--- src/rtl/md_sched_if.sv ---
// -----------------------------------------------------------------------------
// md_sched_if
//  Bundles every signal between the multiply/divide sequencer and its
//  neighbours: the EX-stage request, pipeline control, the multiplier and
//  divider unit ports, and the HI/LO write pair.
//  Modports:
//   slave  - the sequencer (md_sched) view
//   master - the surrounding pipeline / unit view
//  Signals:
//   req_valid, req_op[1:0], req_src1[31:0], req_src2[31:0]  EX request
//   ex_adv, annul                                           pipeline control in
//   stallreq, busy                                          pipeline control out
//   mul_signed, mul_ina, mul_inb / mul_result               multiplier
//   div_start, div_signed, div_opdata1/2, div_annul /
//   div_ready, div_result                                   divider
//   hi_we, lo_we, hi_wdata, lo_wdata, md_err                HI/LO write, error
// -----------------------------------------------------------------------------
interface md_sched_if;
   logic        req_valid;
   logic [1:0]  req_op;
   logic [31:0] req_src1;
   logic [31:0] req_src2;
   logic        ex_adv;
   logic        annul;
   logic        stallreq;
   logic        busy;
   logic        mul_signed;
   logic [31:0] mul_ina;
   logic [31:0] mul_inb;
   logic [63:0] mul_result;
   logic        div_start;
   logic        div_signed;
   logic [31:0] div_opdata1;
   logic [31:0] div_opdata2;
   logic        div_annul;
   logic        div_ready;
   logic [63:0] div_result;
   logic        hi_we;
   logic        lo_we;
   logic [31:0] hi_wdata;
   logic [31:0] lo_wdata;
   logic        md_err;

   modport slave (
      input  req_valid, req_op, req_src1, req_src2, ex_adv, annul,
      input  mul_result, div_ready, div_result,
      output stallreq, busy, mul_signed, mul_ina, mul_inb,
      output div_start, div_signed, div_opdata1, div_opdata2, div_annul,
      output hi_we, lo_we, hi_wdata, lo_wdata, md_err
   );

   modport master (
      output req_valid, req_op, req_src1, req_src2, ex_adv, annul,
      output mul_result, div_ready, div_result,
      input  stallreq, busy, mul_signed, mul_ina, mul_inb,
      input  div_start, div_signed, div_opdata1, div_opdata2, div_annul,
      input  hi_we, lo_we, hi_wdata, lo_wdata, md_err
   );
endinterface

--- src/rtl/md_sched.sv ---
// -----------------------------------------------------------------------------
// md_sched
//  EX-stage sequencer for the shared multi-cycle multiplier and iterative
//  divider. Accepts one mult/multu/div/divu request, launches the matching
//  unit, stalls the pipeline until the 64-bit result is captured, then drives
//  the HI/LO write pair until EX advances.
//  Ports:
//   clk     clock
//   resetn  asynchronous active-low reset
//   md      md_sched_if.slave (request, pipeline control, mul/div unit ports,
//           HI/LO write pair, md_err)
//  Parameters:
//   MUL_LAT      multiplier cycles after operands are registered (>=1)
//   DIV_TIMEOUT  max cycles waiting for div_ready before aborting
//   CNT_W        counter width, must hold max(MUL_LAT, DIV_TIMEOUT)
//  Build option:
//   MD_ZERO_FAST_EN  when defined, requests with a zero operand (either mul
//                    operand, or the divisor) skip the unit and complete in
//                    one cycle.
// -----------------------------------------------------------------------------
module md_sched #(
   parameter int MUL_LAT     = 2,
   parameter int DIV_TIMEOUT = 40,
   parameter int CNT_W       = 6
) (
   input  logic       clk,
   input  logic       resetn,
   md_sched_if.slave  md
);

   localparam logic [1:0] S_IDLE = 2'd0;
   localparam logic [1:0] S_MUL  = 2'd1;
   localparam logic [1:0] S_DIV  = 2'd2;
   localparam logic [1:0] S_DONE = 2'd3;

   localparam logic [CNT_W-1:0] MUL_LAST = CNT_W'(MUL_LAT - 1);
   localparam logic [CNT_W-1:0] DIV_LAST = CNT_W'(DIV_TIMEOUT - 1);

   logic [1:0]       state;
   logic [1:0]       op_q;
   logic [31:0]      src1_q;
   logic [31:0]      src2_q;
   logic [CNT_W-1:0] cnt;
   logic [63:0]      res64;

   logic             accept;
   logic             in_mul;
   logic             in_div;
   logic             in_done;
   logic             div_timeout;
   logic [1:0]       launch_state;

`ifdef MD_ZERO_FAST_EN
   logic             zero_hit;
   logic [63:0]      zero_res;
`endif

   assign in_mul  = (state == S_MUL);
   assign in_div  = (state == S_DIV);
   assign in_done = (state == S_DONE);
   assign accept  = (state == S_IDLE) & md.req_valid & ~md.annul;

   // Timeout fires only if neither a flush nor a result arrived this cycle;
   // annul wins over both, and a result on the last cycle still counts.
   assign div_timeout = in_div & ~md.annul & ~md.div_ready & (cnt == DIV_LAST);

   // Where an accepted request goes next.
   always_comb begin
      // NOTE: every variable written here gets a default first, so no path
      // through the block can leave it unassigned and infer a latch.
      launch_state = md.req_op[1] ? S_DIV : S_MUL;
`ifdef MD_ZERO_FAST_EN
      zero_hit = 1'b0;
      zero_res = '0;
      if (md.req_op[1]) begin
         zero_hit = (md.req_src2 == 32'd0);
         zero_res = {md.req_src1, 32'hFFFF_FFFF};
      end else begin
         zero_hit = (md.req_src1 == 32'd0) | (md.req_src2 == 32'd0);
      end
      if (zero_hit) launch_state = S_DONE;
`endif
   end

   always_ff @(posedge clk or negedge resetn) begin
      if (!resetn) begin
         // NOTE: sequential state uses non-blocking assignments so every
         // register samples the pre-edge values, independent of statement order.
         state  <= S_IDLE;
         op_q   <= '0;
         src1_q <= '0;
         src2_q <= '0;
         cnt    <= '0;
         res64  <= '0;
      end else begin
         case (state)
            S_IDLE: begin
               if (accept) begin
                  op_q   <= md.req_op;
                  src1_q <= md.req_src1;
                  src2_q <= md.req_src2;
                  cnt    <= '0;
`ifdef MD_ZERO_FAST_EN
                  // Only consumed when launch_state is DONE; a unit result
                  // overwrites it otherwise.
                  res64  <= zero_res;
`endif
                  state  <= launch_state;
               end
            end
            S_MUL: begin
               if (md.annul) begin
                  state <= S_IDLE;
               end else begin
                  cnt <= cnt + CNT_W'(1);
                  if (cnt == MUL_LAST) begin
                     res64 <= md.mul_result;
                     state <= S_DONE;
                  end
               end
            end
            S_DIV: begin
               if (md.annul) begin
                  state <= S_IDLE;
               end else if (md.div_ready) begin
                  res64 <= md.div_result;
                  state <= S_DONE;
               end else if (div_timeout) begin
                  res64 <= '0;
                  state <= S_DONE;
               end else begin
                  cnt <= cnt + CNT_W'(1);
               end
            end
            default: begin // S_DONE
               // Leaving on ex_adv means the request still held this cycle
               // has already been retired, so IDLE never relaunches it.
               if (md.annul | md.ex_adv) state <= S_IDLE;
            end
         endcase
      end
   end

   // Pipeline control. stallreq is forced low during reset because the IDLE
   // term depends on req_valid, which reset does not clear.
   assign md.stallreq = resetn & (accept | in_mul | in_div);
   assign md.busy     = (state != S_IDLE);

   // Multiplier operands come straight from the latches, so they stay stable
   // from accept through DONE.
   assign md.mul_signed = md.busy & ~op_q[1] & ~op_q[0];
   assign md.mul_ina    = src1_q;
   assign md.mul_inb    = src2_q;

   assign md.div_start   = in_div & ~md.div_ready & ~md.annul & ~div_timeout;
   assign md.div_signed  = in_div & ~op_q[0];
   assign md.div_opdata1 = src1_q;
   assign md.div_opdata2 = src2_q;
   assign md.div_annul   = in_div & (md.annul | div_timeout);
   assign md.md_err      = div_timeout;

   // The write repeats every DONE cycle; HI/LO writes are idempotent.
   assign md.hi_we    = in_done & ~md.annul;
   assign md.lo_we    = in_done & ~md.annul;
   assign md.hi_wdata = in_done ? res64[63:32] : 32'd0;
   assign md.lo_wdata = in_done ? res64[31:0]  : 32'd0;

endmodule
--- src/flat_wrapper.sv ---
// flat-port wrapper written by rule: the top's interface ports become plain ports
module md_sched_flat 
#(
   parameter int MUL_LAT     = 2,
   parameter int DIV_TIMEOUT = 40,
   parameter int CNT_W       = 6
)
  (clk, resetn, md_req_valid, md_req_op, md_req_src1, md_req_src2, md_ex_adv, md_annul, md_mul_result, md_div_ready, md_div_result, md_stallreq, md_busy, md_mul_signed, md_mul_ina, md_mul_inb, md_div_start, md_div_signed, md_div_opdata1, md_div_opdata2, md_div_annul, md_hi_we, md_lo_we, md_hi_wdata, md_lo_wdata, md_md_err);
  md_sched_if md_i ();
  input  logic clk;
  input  logic resetn;
  input wire logic [$bits(md_i.req_valid)-1:0] md_req_valid;
  input wire logic [$bits(md_i.req_op)-1:0] md_req_op;
  input wire logic [$bits(md_i.req_src1)-1:0] md_req_src1;
  input wire logic [$bits(md_i.req_src2)-1:0] md_req_src2;
  input wire logic [$bits(md_i.ex_adv)-1:0] md_ex_adv;
  input wire logic [$bits(md_i.annul)-1:0] md_annul;
  input wire logic [$bits(md_i.mul_result)-1:0] md_mul_result;
  input wire logic [$bits(md_i.div_ready)-1:0] md_div_ready;
  input wire logic [$bits(md_i.div_result)-1:0] md_div_result;
  output wire logic [$bits(md_i.stallreq)-1:0] md_stallreq;
  output wire logic [$bits(md_i.busy)-1:0] md_busy;
  output wire logic [$bits(md_i.mul_signed)-1:0] md_mul_signed;
  output wire logic [$bits(md_i.mul_ina)-1:0] md_mul_ina;
  output wire logic [$bits(md_i.mul_inb)-1:0] md_mul_inb;
  output wire logic [$bits(md_i.div_start)-1:0] md_div_start;
  output wire logic [$bits(md_i.div_signed)-1:0] md_div_signed;
  output wire logic [$bits(md_i.div_opdata1)-1:0] md_div_opdata1;
  output wire logic [$bits(md_i.div_opdata2)-1:0] md_div_opdata2;
  output wire logic [$bits(md_i.div_annul)-1:0] md_div_annul;
  output wire logic [$bits(md_i.hi_we)-1:0] md_hi_we;
  output wire logic [$bits(md_i.lo_we)-1:0] md_lo_we;
  output wire logic [$bits(md_i.hi_wdata)-1:0] md_hi_wdata;
  output wire logic [$bits(md_i.lo_wdata)-1:0] md_lo_wdata;
  output wire logic [$bits(md_i.md_err)-1:0] md_md_err;
  assign md_i.req_valid = md_req_valid;
  assign md_i.req_op = md_req_op;
  assign md_i.req_src1 = md_req_src1;
  assign md_i.req_src2 = md_req_src2;
  assign md_i.ex_adv = md_ex_adv;
  assign md_i.annul = md_annul;
  assign md_i.mul_result = md_mul_result;
  assign md_i.div_ready = md_div_ready;
  assign md_i.div_result = md_div_result;
  assign md_stallreq = md_i.stallreq;
  assign md_busy = md_i.busy;
  assign md_mul_signed = md_i.mul_signed;
  assign md_mul_ina = md_i.mul_ina;
  assign md_mul_inb = md_i.mul_inb;
  assign md_div_start = md_i.div_start;
  assign md_div_signed = md_i.div_signed;
  assign md_div_opdata1 = md_i.div_opdata1;
  assign md_div_opdata2 = md_i.div_opdata2;
  assign md_div_annul = md_i.div_annul;
  assign md_hi_we = md_i.hi_we;
  assign md_lo_we = md_i.lo_we;
  assign md_hi_wdata = md_i.hi_wdata;
  assign md_lo_wdata = md_i.lo_wdata;
  assign md_md_err = md_i.md_err;
  md_sched #(.MUL_LAT(MUL_LAT), .DIV_TIMEOUT(DIV_TIMEOUT), .CNT_W(CNT_W)) u_core (.clk(clk), .resetn(resetn), .md(md_i));
endmodule
--- config.mk ---
export PLATFORM = sky130hd
export DESIGN_NAME = md_sched_flat
export DESIGN_NICKNAME = d
export VERILOG_FILES = /design/src/rtl/md_sched_if.sv /design/src/rtl/md_sched.sv /design/src/flat_wrapper.sv
export SDC_FILE = /design/constraint.sdc
export NUM_CORES = 1
export LEC_CHECK = 0
export CAP_MARGIN = 20
export CORE_MARGIN = 8
export CORE_UTILIZATION = 30
export CTS_BUF_LIST = sky130_fd_sc_hd__clkbuf_4 sky130_fd_sc_hd__clkbuf_8
export CTS_CLUSTER_DIAMETER = 60
export DETAILED_ROUTE_END_ITERATION = 8
export DONT_BUFFER_PORTS = 1
export GPL_TIMING_DRIVEN = 0
export PLACE_DENSITY = 0.41
export SETUP_SLACK_MARGIN = 0.15
export SYNTH_ARGS = -nofsm -noshare
export SYNTH_HDL_FRONTEND = slang
export SYNTH_SLANG_ARGS = --single-unit
--- constraint.sdc ---
create_clock -name clk -period 4.06 [get_ports clk]
set_input_delay 0.406 -clock clk [delete_from_list [all_inputs] [get_ports clk]]
set_output_delay 0.406 -clock clk [all_outputs]
set_load 0.1 [all_outputs]
==> metrics.yaml <==
flow_run:
  maxCapViolations: 0
die:
  core_um2: 24250
  die_w_um: 172.9
  die_h_um: 172.9
  initial_core_util: 0.3045
  num_rows: 57
  pin_count: 401
  dieArea_um2: 29890
critical_path:
  crit_top_cell: "buf_2"
  worstPathRequired_ns: 3.65
  slowest_delay_ns: 0.47
  crit_cells: 10
  critical_path.startpoint_type: "flop"
  path_delay_family: "buffers and inverters"
  reg2reg_from: "u_core.state[0]"
  critPathLaunch: "u_core.state[0]"
  cpMaxStageDelayCell: "clkinvlp_4"
  cp-end-kind: "output port"
  ff2ff_path_depth: 9
  path_cells: "inv_1, ha_1, buf_2, clkinvlp_4, or2_4, clkbuf_1, clkbuf_4, buf_2, a21boi_4, buf_16"
  worstPathArrival_ns: 3.25
  worstSetupPathType: "flop to output port"
  r2r-end: "u_core.md.div_opdata2[23]"
  path_buf_inv: 7
  rrSetupSlack_ns: 1.22
  worst_setup_path_endpoint: "md_stallreq"
  critPathMaxFanout: 10
routing:
  viasPerCell: 4.928
  wl_um: 23890
  num_vias: 4667
  dr.first_iter.drc_count: 211
  drc: 0
  ant_nets: 0
  wl_per_cell_um: 25.23
  dr.pass1.iters: 4
logic_synthesis:
  ys_ff_latch: 138
  yosys_most_used_dff: "dfrtp_1"
  syn_avg_cell_area_um2: 12.71
  synth_seq_area_share: 0.4677
  yosys_warnings: 0
  yosysUniqueCellTypes: 42
  synth-edff-count: 0
  async_flop_share: 1.000
  synth_nets: 788
  syn_inst: 581
  syn_area_um2: 7383
placed_design:
  placedCellCount: 911
  pre_cts_slack_ns: 0.6328
  port_buffers: 0
  gp_congestion: 0.7902
  hpwl_um: 18690
clock_network:
  cts_buffers: 17
  cts_tree: "done"
  cts.htree.levels: 4
  clk_pin_slew_ns: 0.10
  post_cts_buffers: 0
  clkSinkCount: 138
  clkLatencyLatePin_ns: 0.45
  clk_path_buf_depth: 2
  root_buffer: "clkbuf_8"
global_route:
  antenna_found_initial: 3
  grt_max_degree: 139
  grt_use_total: 0.1548
  grt_pass1_wl_um: 35600
  grt_pass1_vias: 5332
  grt-ovfl-total: 0
finish:
  drive_above_1_share: 0.4283
  finish.utilization: 0.3446
  nFillCells: 2393
  multiInputGateArea_um2: 3228
  nets: 815
  ff_latch_area_um2: 3453
  syn2layout_area_growth_pct: 13.17
  final_cells: 947
status:
  status: "finished clean"
timing:
  setup_violations: 0
  hold_slack_ns: 0.1011
  slew_violations: 0
  fin_crit_sh: 0.9006
  finalHoldViolCount: 0
  min_period_ns: 3.657
  relSlewSlack: 0.2614
  grt_setup_unrepaired: "no"
  timing.final.ws_setup_ns: 0.4034
  fmax_mhz: 273.5
  skew_ns: 0.01751
  worstMarginPinSlew_ns: 1.107
hold_path:
  hp-class: "input port to flop"
[sequential cells by signal, indices dropped and copies added (netlist names)]
register	flops
u_core.op_q	2
u_core.state	2
u_core.res64	64
u_core.cnt	6
u_core.md.div_opdata2	32
u_core.md.div_opdata1	32
[logic make-up after synthesis]
kind of cell | count (synthesis) | share of synthesized area
buffers and inverters | 111 | 0.1002
AO/OA/AOI/OAI | 93 | 0.1076
adder cells (fa/ha/maj) | 7 | 0.01186
AND/OR/NAND/NOR | 101 | 0.08236
flip-flops | 138 | 0.4677
multiplexers | 131 | 0.2303
[worst min-delay path by stage]
| stage | depth (start not counted) | slack, ns | end | start |
|---|---|---|---|---|
| floorplan | 0 | 0.11 | u_core.cnt[0] | resetn |
| global placement | 0 | 0.12 | u_core.cnt[1] | resetn |
| detailed placement | 0 | 0.12 | u_core.res64[55] | resetn |
| CTS | 1 | 0.06 | u_core.md.div_opdata2[16] | md_req_src2[16] |
| global route | 1 | 0.05 | u_core.md.div_opdata2[2] | md_req_src2[2] |
| finish | 1 | 0.10 | u_core.md.div_opdata2[6] | md_req_src2[6] |
[stage by stage]
stage                     setup TNS [ns]  cell area [um2]
after floorplan                        0             7388
after global placement           -0.2172             7794
after detailed placement               0             7934
after CTS                              0             8338
after global routing                   0             8356
final                                  0             8356
[cell usage in the layout, fill, tap and decap left out, types with 2 or more instances in the layout]
cell        synthesis  layout
dfrtp_1           138     138
mux2_2             71      71
and2_1             66      66
a22o_1             65      65
buf_4              65      65
mux2_4             60      60
clkbuf_1           24      24
clkbuf_8            0      17
buf_2               9       8
o21ai_0             7       7
ha_1                7       7
inv_1               7       6
nand2_1             6       6
buf_8               6       6
inv_6               0       6
buf_16              0       5
nor2_1              6       4
clkinvlp_4          0       3
nand2b_1            3       3
nor2_2              1       3
a21o_1              3       3
a21oi_1             3       3
nand3_1             3       3
inv_8               0       3
diode_2             0       2
or2_2               3       2
nor2b_1             3       2
a211oi_1            2       2
o31ai_1             2       2
clkinv_4            0       2
clkinv_2            0       2
buf_1               0       2
[layout make-up]
class / instances / area share
tap: 324 / 0.04852
timing repair buffer: 8 / 0.01857
multi-input combinational: 332 / 0.3863
buffer: 104 / 0.08565
sequential: 138 / 0.4133
clock inverter: 15 / 0.01542
inverter: 7 / 0.003594
antenna: 2 / 0.0005990
clock buffer: 17 / 0.02800
[timing repair]
item / in CTS / in global routing
hold buffers: 2 / 0
pin swaps: 0 / 1
setup endpoints to repair: 1 / 1
resized for setup: 1 / 3
endpoints found under the hold margin: 138 / 0
[synth_stat cells (2+ instances only)]
master,instances,share of area
a211oi_1,2,0.0020
a21o_1,3,0.0031
a21oi_1,3,0.0020
a22o_1,65,0.077
and2_1,66,0.056
buf_2,9,0.0061
buf_4,65,0.066
buf_8,6,0.012
clkbuf_1,24,0.012
dfrtp_1,138,0.47
ha_1,7,0.012
inv_1,7,0.0036
mux2_2,71,0.11
mux2_4,60,0.12
nand2_1,6,0.0031
nand2b_1,3,0.0025
nand3_1,3,0.0020
nor2_1,6,0.0031
nor2b_1,3,0.0025
nor3_1,3,0.0020
o21ai_0,7,0.0047
o31ai_1,2,0.0020
or2_2,3,0.0025
[metal layers]
layer	wire length (um)	share of wire	vias to the layer above	track usage
li1	-	-	2040	-
met1	9078	0.38	2345	0.1648
met2	12500	0.52	269	0.2779
met3	2155	0.090	11	0.06861
met4	144	0.0060	2	0.03414
met5	13	0.00054	-	0
Power is not shown: default switching activity piles up to over one toggle a cycle in this logic, so the estimate is an artifact.
